File: src/rtl/result_decoder_if.sv
// Start/done handshake between the controller (master) and the result decoder (slave).
// The abort signal exists only when DECODER_ABORT_EN is defined.
interface result_decoder_if #(
  parameter int SIZE  = 4,
  parameter int RES_W = 24
);
  logic             start;
  logic [RES_W-1:0] result_in;
  logic             busy;
  logic             done;
  logic             found;
  logic [SIZE-1:0]  index;
`ifdef DECODER_ABORT_EN
  logic             abort;
`endif

  modport master (
`ifdef DECODER_ABORT_EN
    output abort,
`endif
    output start, result_in,
    input  busy, done, found, index
  );

  modport slave (
`ifdef DECODER_ABORT_EN
    input  abort,
`endif
    input  start, result_in,
    output busy, done, found, index
  );
endinterface

File: src/rtl/result_decoder.sv
// Finds the smallest n with f(n)==V for f(0)=f(1)=1, f(n)=2f(n-1)+3f(n-2), one term per clock.
// Optional feature macro: DECODER_ABORT_EN (adds an abort input that cancels a search).
module result_decoder #(
  parameter int SIZE  = 4,
  parameter int MAX_N = 15,
  parameter int RES_W = 24
) (
  input  logic             clk,
  input  logic             rst,
  result_decoder_if.slave  bus
);
  localparam int W = RES_W + 3;

  typedef enum logic [1:0] {IDLE, SEARCH, DONE} state_t;

  state_t           state, state_nxt;
  logic [RES_W-1:0] tgt, cur, prev;
  logic [SIZE-1:0]  k;
  logic             found_q;
  logic [SIZE-1:0]  index_q;
  logic             match, exceed, limit, abort_hit;

  assign match  = (cur == tgt);
  assign exceed = (cur > tgt);
  assign limit  = (k == SIZE'(MAX_N));

`ifdef DECODER_ABORT_EN
  assign abort_hit = (state == SEARCH) && bus.abort;
`else
  assign abort_hit = 1'b0;
`endif

  always_ff @(posedge clk or posedge rst) begin
    if (rst) state <= IDLE;
    else     state <= state_nxt;
  end

  always_comb begin
    state_nxt = state;
    case (state)
      IDLE:    if (bus.start) state_nxt = SEARCH;
      SEARCH:  if (abort_hit)                     state_nxt = IDLE;
               else if (match || exceed || limit) state_nxt = DONE;
      DONE:    state_nxt = IDLE;
      default: state_nxt = IDLE;
    endcase
  end

  // Datapath; found/index only move on accepted start, search end, or reset.
  always_ff @(posedge clk or posedge rst) begin
    if (rst) begin
      tgt     <= '0;
      cur     <= '0;
      prev    <= '0;
      k       <= '0;
      found_q <= 1'b0;
      index_q <= '0;
    end else begin
      case (state)
        IDLE: if (bus.start) begin
          tgt     <= bus.result_in;
          k       <= '0;
          cur     <= RES_W'(1);
          prev    <= RES_W'(1);
          found_q <= 1'b0;
          index_q <= '0;
        end
        SEARCH: begin
          if (abort_hit) begin
            found_q <= 1'b0;
            index_q <= '0;
          end else if (match) begin
            found_q <= 1'b1;
            index_q <= k;
          end else if (exceed || limit) begin
            found_q <= 1'b0;
            index_q <= '0;
          end else begin
            k    <= k + 1'b1;
            prev <= cur;
            // f(1) is seeded rather than computed; wide sum never exceeds f(MAX_N)
            if (k == '0) cur <= RES_W'(1);
            else cur <= RES_W'(({3'b0, cur} << 1) + ({3'b0, prev} << 1) + W'({3'b0, prev}));
          end
        end
        default: ;
      endcase
    end
  end

  assign bus.busy  = (state != IDLE);
  assign bus.done  = (state == DONE);
  assign bus.found = found_q;
  assign bus.index = index_q;
endmodule

File: src/flat_wrapper.sv
// flat-port wrapper written by rule: the top's interface ports become plain ports
module result_decoder_flat 
#(
  parameter int SIZE  = 4,
  parameter int MAX_N = 15,
  parameter int RES_W = 24
)
  (clk, rst, bus_start, bus_result_in, bus_busy, bus_done, bus_found, bus_index);
  result_decoder_if #(.SIZE(SIZE), .RES_W(RES_W)) bus_i ();
  input  logic clk;
  input  logic rst;
  input wire logic [$bits(bus_i.start)-1:0] bus_start;
  input wire logic [$bits(bus_i.result_in)-1:0] bus_result_in;
  output wire logic [$bits(bus_i.busy)-1:0] bus_busy;
  output wire logic [$bits(bus_i.done)-1:0] bus_done;
  output wire logic [$bits(bus_i.found)-1:0] bus_found;
  output wire logic [$bits(bus_i.index)-1:0] bus_index;
  assign bus_i.start = bus_start;
  assign bus_i.result_in = bus_result_in;
  assign bus_busy = bus_i.busy;
  assign bus_done = bus_i.done;
  assign bus_found = bus_i.found;
  assign bus_index = bus_i.index;
  result_decoder #(.SIZE(SIZE), .MAX_N(MAX_N), .RES_W(RES_W)) u_core (.clk(clk), .rst(rst), .bus(bus_i));
endmodule
File: config.mk
export PLATFORM = sky130hd
export DESIGN_NAME = result_decoder_flat
export DESIGN_NICKNAME = d
export VERILOG_FILES = /design/src/rtl/result_decoder_if.sv /design/src/rtl/result_decoder.sv /design/src/flat_wrapper.sv
export SDC_FILE = /design/constraint.sdc
export NUM_CORES = 1
export LEC_CHECK = 0
export ABC_AREA = 1
export BUFFER_PORTS_ARGS = -buffer_cell sky130_fd_sc_hd__buf_2
export CAP_MARGIN = 5
export CORE_MARGIN = 10
export CORE_UTILIZATION = 37
export DETAILED_ROUTE_END_ITERATION = 8
export GPL_TIMING_DRIVEN = 0
export SLEW_MARGIN = 15
export SYNTH_ARGS = -nofsm -noshare
export SYNTH_HDL_FRONTEND = slang
export SYNTH_SLANG_ARGS = --single-unit
export TNS_END_PERCENT = 100
File: constraint.sdc
create_clock -name clk -period 2.7 [get_ports clk]
set_input_delay 0.135 -clock clk [delete_from_list [all_inputs] [get_ports clk]]
set_output_delay 0.135 -clock clk [all_outputs]
set_load 0.005 [all_outputs]
== Yosys cells after proc, flatten, opt, wreduce, memory -nomap -nowiden ==
Index checks and enable logic that the tools add are counted.

* Flip-flop bits (word level): 83
* Logic and storage cells: 53

* Add/sub/neg operators: 3
* Equality and inequality tests: 9
* Magnitude comparators: 1
* Reductions and logical operators: 11
* Mux-type cells: 22

{| class="wikitable"
|+ Operator list
! operator !! number
|-
| $mux 24 || 6
|-
| $pmux 24 s2 || 2
|-
| $add 24x24->24 || 2
|-
| $eq 24x24->1 || 1
|-
| $gt 24x24->1 || 1
|-
| $mux 4 || 5
|-
| $pmux 4 s2 || 2
|-
| $ne 2x2->1 const B || 3
|-
| $add 4x1->4 const B || 1
|-
| $eq 4x4->1 const B || 1
|-
| $logic_not 4->1 || 1
|-
| $mux 2 || 2
|-
| $pmux 2 s2 || 1
|-
| $reduce_and 2->1 || 2
|-
| $reduce_and 4->1 || 1
|-
| $reduce_bool 2->1 || 2
|-
| $logic_or 1x1->1 || 3
|-
| $mux 1 || 3
|-
| $ne 3x1->1 const B || 1
|-
| $reduce_and 3->1 || 1
|-
| $eq 2x1->1 const B || 1
|-
| $eq 2x2->1 const B || 1
|-
| $logic_not 2->1 || 1
|-
| $ne 2x1->1 const B || 1
|-
| $pmux 1 s2 || 1
|}

== Longest topological paths before layout ==
* Word-level depth: 6
* Gate-level depth with buffers: 16
* Mapped depth without buffers: 15

== Least setup slack after synthesis ==
No wires, ideal clock.

* Kind: reg-to-reg
* Start: register u_core.prev[1]
* End: register u_core.cur[14]
* Library setup time: 126 ps
* Buffers on the path: 0
* Stages on the path, launching flop included: 15
* Arrival: 2258 ps
* Path slack: 316 ps
* Clock period less this slack: 2384 ps
* Cells stage by stage: dfrtp_1 -> inv_1 -> fa_1 -> inv_1 -> ha_1 -> inv_1 -> fa_1 -> o21bai_1 -> nand2_1 -> nand3_1 -> nand2_1 -> nand2_1 -> nand2_1 -> nand2_1 -> o21ai_0

* Word-level cells in the longest chain between the ends: 6

{| class="wikitable"
|+ Ends and longest elaborated chain
! what !! RTL line !! source
|-
| start, declared || result_decoder.sv:17 || <nowiki>logic [RES_W-1:0] tgt, cur, prev;</nowiki>
|-
| start signal, assigned || result_decoder.sv:80 || <nowiki>prev <= cur;</nowiki>
|-
| $add 24x24->24 || result_decoder.sv:83 || <nowiki>else cur <= RES_W'(({3'b0, cur} << 1) + ({3'b0, prev} << 1) + W'({3'b0, prev}));</nowiki>
|-
| $add 24x24->24 * || result_decoder.sv:83 ||
|-
| $mux 24 * || result_decoder.sv:82 || <nowiki>if (k == '0) cur <= RES_W'(1);</nowiki>
|-
| $mux 24 * || result_decoder.sv:75 || <nowiki>end else if (exceed || limit) begin</nowiki>
|-
| $mux 24 * || result_decoder.sv:72 || <nowiki>end else if (match) begin</nowiki>
|-
| $pmux 24 s2 * || result_decoder.sv:59 || <nowiki>case (state)</nowiki>
|-
| end signal, assigned || result_decoder.sv:83 ||
|-
| end, declared || result_decoder.sv:17 ||
|}

Every way passes the cells marked *; elsewhere a longest branch is shown, timed or not. The select of a mux whose other input is x is not followed.
A chain may end at the register's enable or synchronous reset.

== Worst setup path after layout ==
* Start: register u_core.prev[1]
* End: register u_core.cur[18]

The elaborated chain is that of the path after synthesis.

==> impl_metrics.ini <==
[worst_setup_path]
critPathCapture = u_core.cur[18]
ff2ff_path_depth = 13
worst_setup_path_start_kind = flop
critPathLaunch = u_core.prev[1]
endpoint_kind = flop
r2r_end = u_core.cur[18]
rrSetupSlack_ns = 0.15
criticalPathCategory = reg -> reg
worstPathMaxFanout = 3
arrival_ns = 2.82
required_ns = 2.97
worstReg2RegStart = u_core.prev[1]

[sta]
setup_slack_ns = 0.152
setup_viol = 0
hold_viol = 0
worst_pin_slew_ns = 0.666
rsz0062_at_grt = false
setup_tns_ns = 0
max_clock_freq_mhz = 392
fin_crit_ns = 2.55
post-route-period-util_pct = 94.4
fin_skew_ns = 0.00873
drv_slew = 0
max-slew-margin-rel_pct = 55.6

[finish]
final_nets = 907
diodes = 0
area_growth_pct = 13.4
multiInputGateArea_um2 = 3300
drive_gt1_share_pct = 10.1
fin_cells = 1026
fill_cells = 1575
finalCoreUtilization_pct = 43.3
layout_common_cells = nand2_1 (198), inv_1 (100), nor2_1 (92), dfrtp_1 (83), a21oi_1 (58)
ff_latch_area_um2 = 2080
layout_commonest_cell = nand2_1

[floorplanning]
dieArea_um2 = 21300
io_pins = 34
num_rows = 45
core_um2 = 15400
initial_core_util_pct = 38.2
die_h_um = 146
die_w_um = 146

[yosys]
synth_edf_count = 0
synthesis.area_um2 = 5870
async_flop_share_pct = 100
synth_fp_nets = 860
synth_seq_cells = 83
synth_ff_type = dfrtp_1
syn_area_per_cell_um2 = 7.69
synth_warnings = 0
synth.distinct_cells = 31
syn_inst = 763
yosysSeqAreaShare_pct = 35.4

[cts]
htreeDepth = 3
cts_inserted_buffers = 9
cts.sinks = 83
clockBufferDepth = 2
cts_tree = built
path_clk_slew_ns = 0.06
cts_root_buf = clkbuf_16
clk_latency_ns = 0.36

[flow_run]
maxCapViolCount = 0

[placed_design]
gp_congestion = 0.918
port-buffer-count = 33
dpl.hpwl_mm = 11.2
preCtsSetupSlack_ns = -0.0825
dp.cells = 1008

[routing]
via_per_inst = 4.75
antenna_left = 0
first_pass_iters = 4
wl_per_cell_um = 13.8
drc = 0
num_vias = 4870
drt_wl_total_mm = 14.2
first_iter_violations = 234

[global_route]
gr-total-overflow = 0
antenna_found_initial = 0
grt_max_degree = 44
grt_pass1_wl_mm = 24.5
grt_pass1_vias = 4951
grt_usage_pct = 14.0

[outcome]
outcome = finished clean

[min_path]
hp-class = in -> reg
[worst min path at each step]
stage	cells past startpoint	start	to	slack [ns]
6_report	2	bus_result_in[0]	u_core.tgt[0]	0.01
5_1_grt	2	bus_result_in[0]	u_core.tgt[0]	0.003
4_1_cts	2	bus_result_in[0]	u_core.tgt[0]	0.003
3_5_place_dp	2	rst	u_core.bus.found	0.23
3_3_place_gp	2	bus_result_in[0]	u_core.tgt[0]	0.37
2_1_floorplan	1	bus_result_in[0]	u_core.tgt[0]	0.29
[cell families after synthesis]
| family | Yosys count | synth area share, % |
|---|---|---|
| adders and majority gates | 70 | 17.9 |
| and+or+nand+nor | 376 | 26.7 |
| DFF | 83 | 35.4 |
| AOI/OAI and AO/OA | 96 | 9.12 |
| xor gates and xnor gates | 14 | 2.09 |
| muxes | 1 | 0.192 |
| buffers and inverters | 123 | 8.61 |
[area by class of cell]
type                            instances  share of cell area (%)
Buffer                                 20                    1.80
Clock buffer                           11                    3.50
Clock inverter                          5                   0.940
Inverter                              103                    5.84
Multi-Input combinational cell        557                    49.6
Sequential cell                        83                    31.2
Tap cell                              211                    3.97
Timing Repair Buffer                   36                    3.16
[metal layers]
metal | vias up | global-route usage (%) | share of wire, %
li1 | 2523 | - | -
met1 | 2278 | 18.1 | 50
met2 | 54 | 22.3 | 46
met3 | 15 | 3.10 | 3.1
met4 | 0 | 5.01 | 1.6
met5 | - | 0 | 0
[metrics by stage]
| stage | hold WS, ns | instance area (um2) |
|---|---|---|
| 3_5_place_dp | 0.230 | 6330 |
| 4_1_cts | 0.00277 | 6650 |
| 6_report | 0.0109 | 6660 |
| 5_1_grt | 0.00270 | 6660 |
| 3_3_place_gp | 0.369 | 6300 |
| 2_1_floorplan | 0.286 | 5870 |
[state kept, by name (all words and copies together), names as in the netlist]
signal and cells:
u_core.tgt 24, u_core.cur 24, u_core.k 4, u_core.prev 24, u_core.bus.found 1, u_core.bus.index 4
u_core.state 2
[cell usage after synthesis, types with 5 or more instances]
cell type	count	area share [%]
nand2_1	198	13
o21ai_1	13	1.1
nand3_1	55	4.7
nor2_1	92	5.9
dfrtp_1	83	35
nand3b_1	7	0.90
ha_1	47	10
a21oi_2	7	1.0
xor2_1	7	1.0
o21ai_0	11	0.94
clkbuf_1	12	0.77
fa_1	23	7.8
nand4_1	14	1.5
a21oi_1	58	4.9
xnor2_1	7	1.0
buf_6	5	0.96
inv_1	101	6.5
[worst max-delay path: stages (launching register included)]
cell	delay [ns]
dfrtp_1	0.38
inv_1	0.09
fa_1	0.47
inv_1	0.07
ha_2	0.20
inv_1	0.06
fa_2	0.37
o21bai_2	0.17
nand2_1	0.07
nand3_1	0.14
nand2_1	0.13
nand3b_1	0.11
nand2_1	0.05
o21ai_0	0.15
[what timing repair did]
item,CTS,global route
endpoints found under the setup margin,2,6
endpoints found under the hold margin,40,0
buffers inserted,1,0
hold buffers,1,0
pin swaps,1,1
gates resized for setup,1,6
Power is not shown: default switching activity piles up to over one toggle a cycle in this logic, so the estimate is an artifact.
